## src/rtl/serial_adder.sv

```systemverilog
// Bit-serial two's-complement adder: one full-adder cell, one operand bit per clock, LSB first.
// Produces the sign-extended SIZE+1-bit sum and the SIZE-bit signed overflow flag.
//
//   state  | meaning
//   S_IDLE | ready for start; operands latched on the accepting edge
//   S_RUN  | one bit pair summed per clock, bit 0 first
//   S_DONE | result/overflow just written; done pulses for this cycle
module serial_adder #(
    parameter int SIZE = 8
) (
    input  logic            clk,
    input  logic            rst_n,
    input  logic            start,
    input  logic [SIZE-1:0] a,
    input  logic [SIZE-1:0] b,
    output logic            ready,
    output logic            done,
    output logic            overflow,
    output logic [SIZE:0]   result
);

    localparam int CW = $clog2(SIZE);
    localparam logic [CW-1:0] LAST = CW'(SIZE - 1);

    typedef enum logic [1:0] {
        S_IDLE = 2'd0,
        S_RUN  = 2'd1,
        S_DONE = 2'd2
    } state_t;

    state_t state, state_nxt;

    logic [SIZE-1:0] a_sh, b_sh;
    logic [SIZE-2:0] sum_sh;
    logic [CW-1:0]   count;
    logic            carry;

    logic            s, cout, last_bit;
    logic [SIZE-1:0] sum_nxt;

    assign s        = a_sh[0] ^ b_sh[0] ^ carry;
    assign cout     = (a_sh[0] & b_sh[0]) | (a_sh[0] & carry) | (b_sh[0] & carry);
    assign sum_nxt  = {s, sum_sh};
    assign last_bit = (count == LAST);

    always_ff @(posedge clk or negedge rst_n) begin
        if (!rst_n) state <= S_IDLE;
        else        state <= state_nxt;
    end

    always_comb begin
        state_nxt = state;
        ready     = 1'b0;
        done      = 1'b0;
        case (state)
            S_IDLE: begin
                ready = 1'b1;
                if (start) state_nxt = S_RUN;
            end
            S_RUN: begin
                if (last_bit) state_nxt = S_DONE;
            end
            S_DONE: begin
                done      = 1'b1;
                state_nxt = S_IDLE;
            end
            default: state_nxt = S_IDLE;
        endcase
    end

    // On the MSB edge, carry still holds the carry into the MSB, so the overflow is carry ^ cout.
    always_ff @(posedge clk or negedge rst_n) begin
        if (!rst_n) begin
            a_sh     <= '0;
            b_sh     <= '0;
            sum_sh   <= '0;
            count    <= '0;
            carry    <= 1'b0;
            result   <= '0;
            overflow <= 1'b0;
        end else begin
            case (state)
                S_IDLE: begin
                    if (start) begin
                        a_sh  <= a;
                        b_sh  <= b;
                        carry <= 1'b0;
                        count <= '0;
                    end
                end
                S_RUN: begin
                    a_sh   <= a_sh >> 1;
                    b_sh   <= b_sh >> 1;
                    sum_sh <= sum_nxt[SIZE-1:1];
                    carry  <= cout;
                    count  <= count + CW'(1);
                    if (last_bit) begin
                        result   <= {a_sh[0] ^ b_sh[0] ^ cout, sum_nxt};
                        overflow <= carry ^ cout;
                    end
                end
                default: ;
            endcase
        end
    end

endmodule

```

## config.mk

```make
export PLATFORM = sky130hd
export DESIGN_NAME = serial_adder
export DESIGN_NICKNAME = d
export VERILOG_FILES = /design/src/rtl/serial_adder.sv
export SDC_FILE = /design/constraint.sdc
export NUM_CORES = 1
export LEC_CHECK = 0
export ABC_CLOCK_PERIOD_IN_PS = 3650
export CAP_MARGIN = 20
export CORE_UTILIZATION = 56
export DETAILED_ROUTE_END_ITERATION = 12
export GPL_TIMING_DRIVEN = 0
export PLACE_DENSITY = 0.84
export SYNTH_ARGS = -nofsm -noshare
export SYNTH_HDL_FRONTEND = slang
export SYNTH_SLANG_ARGS = --single-unit
```

## constraint.sdc

```tcl
create_clock -name clk -period 3.65 [get_ports clk]
set_input_delay 0.73 -clock clk [delete_from_list [all_inputs] [get_ports clk]]
set_output_delay 0.73 -clock clk [all_outputs]
set_load 0.05 [all_outputs]
```

==> flow_summary_export.csv, run 1 <==
group,metric,value,unit
drt,drc,0,
floorplan,ioPinCount,31,
clock_network,cts.sinks,39,
worst_setup_path,timing.rr.end,"result[6]$_DFFE_PN0P_",
worst_setup_path,cp_max_fo,10,
yosys,yosys-top-cells-count,"39 x dfrtp_1, 28 x nand2_1, 16 x o22a_1, 5 x mux2_4",
worst_setup_path,crit_slowest_cell,"clkdlybuf4s50_1",
floorplan,die_w,58.7,um
floorplan,rows,20,
layout,fin_util,72.0,%
yosys,yosys_register_bits,39,
yosys,synth.most_common_cell,"dfrtp_1",
worst_setup_path,worstPathRequired,2920,ps
clock_network,clk_path_buf_depth,2,
yosys,syn-num-nets,171,
yosys,syn-cell-area,0.00180,mm2
timing,max_freq,359,MHz
drt,wl,3440,um
clock_network,clk_pin_slew_worst_paths,120,ps
yosys,synth-edff-count,0,
floorplan,start_util,58.9,%
yosys,syn_inst,148,
worst_hold_path,hp-class,"input port to async pin",
clock_network,cts_resized,0,
grt,track_usage,23.1,%
yosys,synth-main-ff-cell,"dfrtp_1",
floorplan,die_h,58.7,um
yosys,synthTopCellsByArea,"dfrtp_1 54%, o22a_1 7.8%, nand2_1 5.8%",
floorplan,core_area,0.00305,mm2
clock_network,worstSkewPairLatency,350,ps
worst_setup_path,cpPeakStageDelay,810,ps
grt,grt_overflow,0,
timing,min_period,2790,ps
layout,fin_cells,230,
flow_run,drv_cap,0,
floorplan,fp.dieArea,0.00344,mm2
clock_network,cts_tree,"done",
yosys,yosysTopAreaCellShare,54.3,%
timing,hold_viol,0,
yosys,ys_async_sr_fraction,100,%
worst_setup_path,cp_cell_sequence,"buf_6, buf_2, nor2b_1, clkdlybuf4s50_1",
timing,min_period_over_period,76.4,%
power_and_ir_drop,ir_worst_vdd,0.424,mV
drt,detail_route.first_pass.iterations,4,
layout,syn_to_final_growth,22.3,%
outcome,status,"completed",
yosys,synth.distinct_cells,33,
timing,skew,17.6,ps
timing,finalSetupTns,0,ps
timing,relSlewSlack,43.4,%
layout,drive_gt1_share,16.1,%
drt,vias,1265,
grt,grt_max_degree,40,
place,dp_hpwl,2480,um
yosys,ys_seq_area_share,54.3,%
clock_network,root_buffer,"clkbuf_4",
timing,grt_setup_unrepaired,"no",
drt,drt_iter0_markers,31,
layout,final_nets,208,
timing,setup_viol,0,
power_and_ir_drop,power,1920,uW
grt,antenna_found_initial,0,
place,port_buffers,30,
layout,ff_latch_area,976,um2
timing,tightestPinTransition,849,ps
worst_setup_path,cp-end-kind,"output port",
worst_setup_path,rrSetupSlack,2120,ps
layout,diodes,0,
place,place_ws,1270,ps
yosys,avgSynthCellArea,12.1,um2
place,place_inst,222,
power_and_ir_drop,power-per-cell-area,875,mW/mm2
layout,fill_cells,237,
timing,slew_violations,0,
drt,postRouteAntennaNets,0,
worst_setup_path,start_kind,"register",
grt,grt_pass1_wl,5750,um
clock_network,htreeDepth,2,
worst_setup_path,critPathArrivalTime,2060,ps
drt,routedWlPerCell,14.9,um
power_and_ir_drop,p_leak,0.00101,uW
clock_network,cts_hold_buf,0,
place,routabilityCongestion,0.784,
yosys,yosys_warnings,0,
timing,setup_slack,863,ps
grt,grt_pass1_vias,1297,
worst_setup_path,reg2reg_from,"count[0]$_DFFE_PN0P_",
clock_network,numCtsBuffers,5,
layout,multiInputGateArea,736,um2
clock_network,cts_setup_buffers,0,
drt,routed_via_density,5.50,
yosys,synth_top_cell_by_area,"dfrtp_1",
worst_setup_path,reg2regPathDepth,5,
worst_setup_path,critical_path_class,"register to output port",
-- where the power goes --
group / internal [uW] / switching [uW]
Combinational: 438 / 514
Sequential: 629 / 137
Clock: 75.1 / 133
-- metal layers --
metal | global-route usage [%] | wire length (um)
met1 | 25.1 | 1380
met2 | 41.9 | 1790
met3 | 7.25 | 202
met4 | 8.84 | 62
met5 | 0 | 0
-- placed cells by master, fill, tap and decap left out, drive strengths merged --
cell           count
a21oi              1
a221o              2
a22o               2
a22oi              3
a32o               1
buf                9
clkbuf             7
clkdlybuf4s50     29
clkinv             1
dfrtp             39
fa                 2
ha                 2
inv                5
mux2               8
nand2             28
nand2b             4
nand3              3
nand3b             5
nor2               3
nor2b              4
o21ai              8
o21bai             1
o221a              1
o22a              16
o22ai              1
xor2               1
-- area by class of cell --
class | instances | share of cell area, %
Sequential cell | 39 | 44.4
Multi-Input combinational cell | 96 | 33.5
Timing Repair Buffer | 30 | 13.4
Buffer | 8 | 3.07
Tap cell | 44 | 2.50
Clock buffer | 7 | 2.05
Inverter | 5 | 0.854
Clock inverter | 1 | 0.228
-- worst max path at each step --
stage	start	end	slack, ps	depth (start not counted)
final	state[1]$_DFFE_PN0P_	done	860	4
after global routing	state[1]$_DFFE_PN0P_	done	780	4
after CTS	state[1]$_DFFE_PN0P_	done	860	4
after detailed placement	state[1]$_DFFE_PN0P_	done	1270	4
after global placement	rst_n	a_sh[3]$_DFFE_PN0P_	1000	1
after floorplan	state[1]$_DFFE_PN0P_	done	1560	3
-- sequential cells by signal (all words and copies together) (netlist names) --
name,flops
a_sh,8
b_sh,8
carry,1
count,3
overflow,1
result,9
state,2
sum_sh,7
-- logic make-up (layout without fill, tap and decap cells) --
kind of cell               count (synthesis)  count (layout)  synth area share, %
AOI/OAI and AO/OA                         36              36                 16.1
xor gates and xnor gates                   1               1                0.487
adders and majority gates                  4               4                 3.62
buffers and inverters                     13              51                 4.80
DFF                                       39              39                 54.3
muxes                                      8               8                 6.05
and+or+nand+nor                           47              47                 14.6
-- worst max-delay path, delay by kind of cell, from the launching register on --
family | cells | cell delay, ps
DFF | 1 | 370
and+or+nand+nor | 1 | 160
buffers and inverters | 3 | 1180
-- through the flow --
stage	instance area [um2]	hold slack, ps
CTS	2200	500
global placement	2150	454
finish	2200	479
detailed placement	2150	477
global route	2200	508
floorplan	1800	434
Power figures use the tool's default switching activity.
==> inputs of run 2 (changes only) <==
ABC_CLOCK_PERIOD_IN_PS = 2300   (was 3650)
CORE_UTILIZATION = 47   (was 56)
PLACE_DENSITY = 0.75   (was 0.84)
clock period = 2.3 ns   (was 3.65 ns; I/O delays follow)
==> flow_summary_export.csv, run 2 (synthesis gave the netlist of run 1 again) <==
group,metric,value,unit
clock_network,cts_hold_buf,0,
worst_hold_path,hp-class,"input port to async pin",
worst_setup_path,critical_path_class,"register to output port",
power_and_ir_drop,clkPwrFrac,17.9,%
layout,drive_gt1_share,17.2,%
layout,reg_top3,"result (9), a_sh (8), b_sh (8)",
power_and_ir_drop,netSwitchingFraction,37.9,%
grt,grt_pass1_vias,1284,
timing,slew_violations,0,
drt,drc,0,
place,place_ws,225,ps
clock_network,cts_tree,"done",
timing,skew,5.01,ps
floorplan,core_area,0.00366,mm2
timing,timing.hold.ws,262,ps
worst_setup_path,timing.rr.end,"result[3]$_DFFE_PN0P_",
power_and_ir_drop,power.switching,1250,uW
grt,antenna_found_initial,0,
timing,min_period,2130,ps
grt,grt_max_degree,40,
layout,final_common_cell,"dfrtp_1",
drt,routed_via_density,5.32,
worst_setup_path,crit_end,"done",
layout,stdcell_area,0.00227,mm2
timing,max_freq,470,MHz
worst_setup_path,reg2regPathDepth,5,
worst_setup_path,worstPathRequired,1840,ps
timing,setup_slack,173,ps
drt,vias,1246,
layout,fin_util,62.0,%
layout,syn_to_final_growth,26.2,%
layout,regMostFlops,"result",
outcome,status,"completed",
layout,final_cell_mix,"39 x dfrtp_1, 28 x nand2_1, 27 x clkdlybuf4s50_1",
clock_network,root_buffer,"clkbuf_8",
power_and_ir_drop,power,3290,uW
worst_setup_path,cp_max_fo,10,
clock_network,numCtsBuffers,5,
floorplan,die_h,63.9,um
worst_setup_path,cp-end-kind,"output port",
clock_network,worstSkewPairLatency,290,ps
worst_setup_path,critPathLaunch,"state[1]$_DFFE_PN0P_",
drt,wl,3360,um
power_and_ir_drop,p_seq_share,36.9,%
timing,setup_viol,0,
drt,drt_iter0_markers,51,
timing,tightestPinTransition,823,ps
layout,diodes,0,
place,port_buffers,30,
floorplan,start_util,49.1,%
worst_setup_path,rrSetupSlack,760,ps
timing,grt_setup_unrepaired,"no",
clock_network,htreeDepth,2,
power_and_ir_drop,combPwrFrac,45.2,%
layout,fill_cells,309,
layout,final_nets,208,
clock_network,clk_path_buf_depth,2,
drt,detail_route.first_pass.iterations,4,
drt,postRouteAntennaNets,0,
worst_setup_path,critPathArrivalTime,1670,ps
power_and_ir_drop,ir_worst_vdd,0.565,mV
power_and_ir_drop,power-per-cell-area,1450,mW/mm2
worst_setup_path,start_kind,"register",
place,placed_cell_area,0.00215,mm2
grt,grt_overflow,0,
grt,grt_pass1_wl,5820,um
clock_network,clk_pin_slew_worst_paths,70,ps
layout,largest_reg_flops,9,
timing,relSlewSlack,45.2,%
grt,track_usage,19.4,%
timing,min_period_over_period,92.5,%
drt,routedWlPerCell,14.3,um
clock_network,cts.sinks,39,
floorplan,ioPinCount,31,
power_and_ir_drop,intPower,2040,uW
power_and_ir_drop,p_leak,0.00105,uW
place,routabilityCongestion,0.817,
place,dp_hpwl,2420,um
floorplan,fp.dieArea,0.00408,mm2
worst_setup_path,reg2reg_from,"count[0]$_DFFE_PN0P_",
floorplan,die_w,63.9,um
flow_run,drv_cap,0,
timing,hold_viol,0,
floorplan,rows,22,
-- run 2: cell count changes in the layout (fill, tap and decap cells not counted) --
cell / change
clkbuf_1: -2
clkdlybuf4s50_1: -2
bufinv_16: +1
clkbuf_4: -5
dlygate4sd2_1: +2
clkbuf_8: +6
-- run 2: critical path: stages (launching register included) --
cell           delay (ps)
dfrtp_1               350
buf_6                 160
buf_2                 200
nor2b_1               140
dlygate4sd2_1         530
-- run 2: power groups by stage --
stage / clock (uW) / sequential (uW) / combinational, uW
global placement: 0 / 1200 / 1450
global route: 631 / 1250 / 1620
CTS: 600 / 1210 / 1510
detailed placement: 0 / 1230 / 1510
floorplan: 0 / 1450 / 852
finish: 588 / 1210 / 1490
-- run 2: how the worst min path moves through the flow --
| stage | cells past startpoint | end | slack, ps |
|---|---|---|---|
| 2_1_floorplan | 0 | a_sh[0]$_DFFE_PN0P_ | 160 |
| 3_3_place_gp | 2 | sum_sh[0]$_DFFE_PN0P_ | 460 |
| 3_5_place_dp | 2 | sum_sh[0]$_DFFE_PN0P_ | 470 |
| 4_1_cts | 1 | sum_sh[6]$_DFFE_PN0P_ | 290 |
| 5_1_grt | 1 | result[5]$_DFFE_PN0P_ | 330 |
| 6_report | 1 | a_sh[3]$_DFFE_PN0P_ | 260 |
-- run 2: final cells by class --
| type | count | area [um2] | area share [%] |
|---|---|---|---|
| repair buffers | 30 | 293 | 12.9 |
| clock buffers | 6 | 82.6 | 3.64 |
| plain buffers | 8 | 67.6 | 2.98 |
| multi-input cells | 96 | 736 | 32.4 |
| well taps | 48 | 60.1 | 2.65 |
| flip-flops and latches | 39 | 976 | 43.0 |
| clock inverters | 2 | 35.0 | 1.54 |
| inverters | 5 | 18.8 | 0.827 |
-- run 2: what timing repair did --
action | in CTS | in global routing
endpoints found under the setup margin | 2 | 0
gates resized for setup | 2 | 0
setup buffers | 0 | 0
-- run 2: routing by layer --
layer	part of all wire, %	global-route usage (%)	vias to the layer above
li1	-	-	596
met1	44	23.1	609
met2	50	31.5	36
met3	4.6	6.25	5
met4	1.8	9.09	0
met5	0	0	-
-- run 2: metrics by stage --
stage | cells | TNS, ps
detailed placement | 226 | 0
global placement | 226 | -3380
global route | 234 | 0
finish | 234 | 0
floorplan | 148 | 0
CTS | 234 | 0
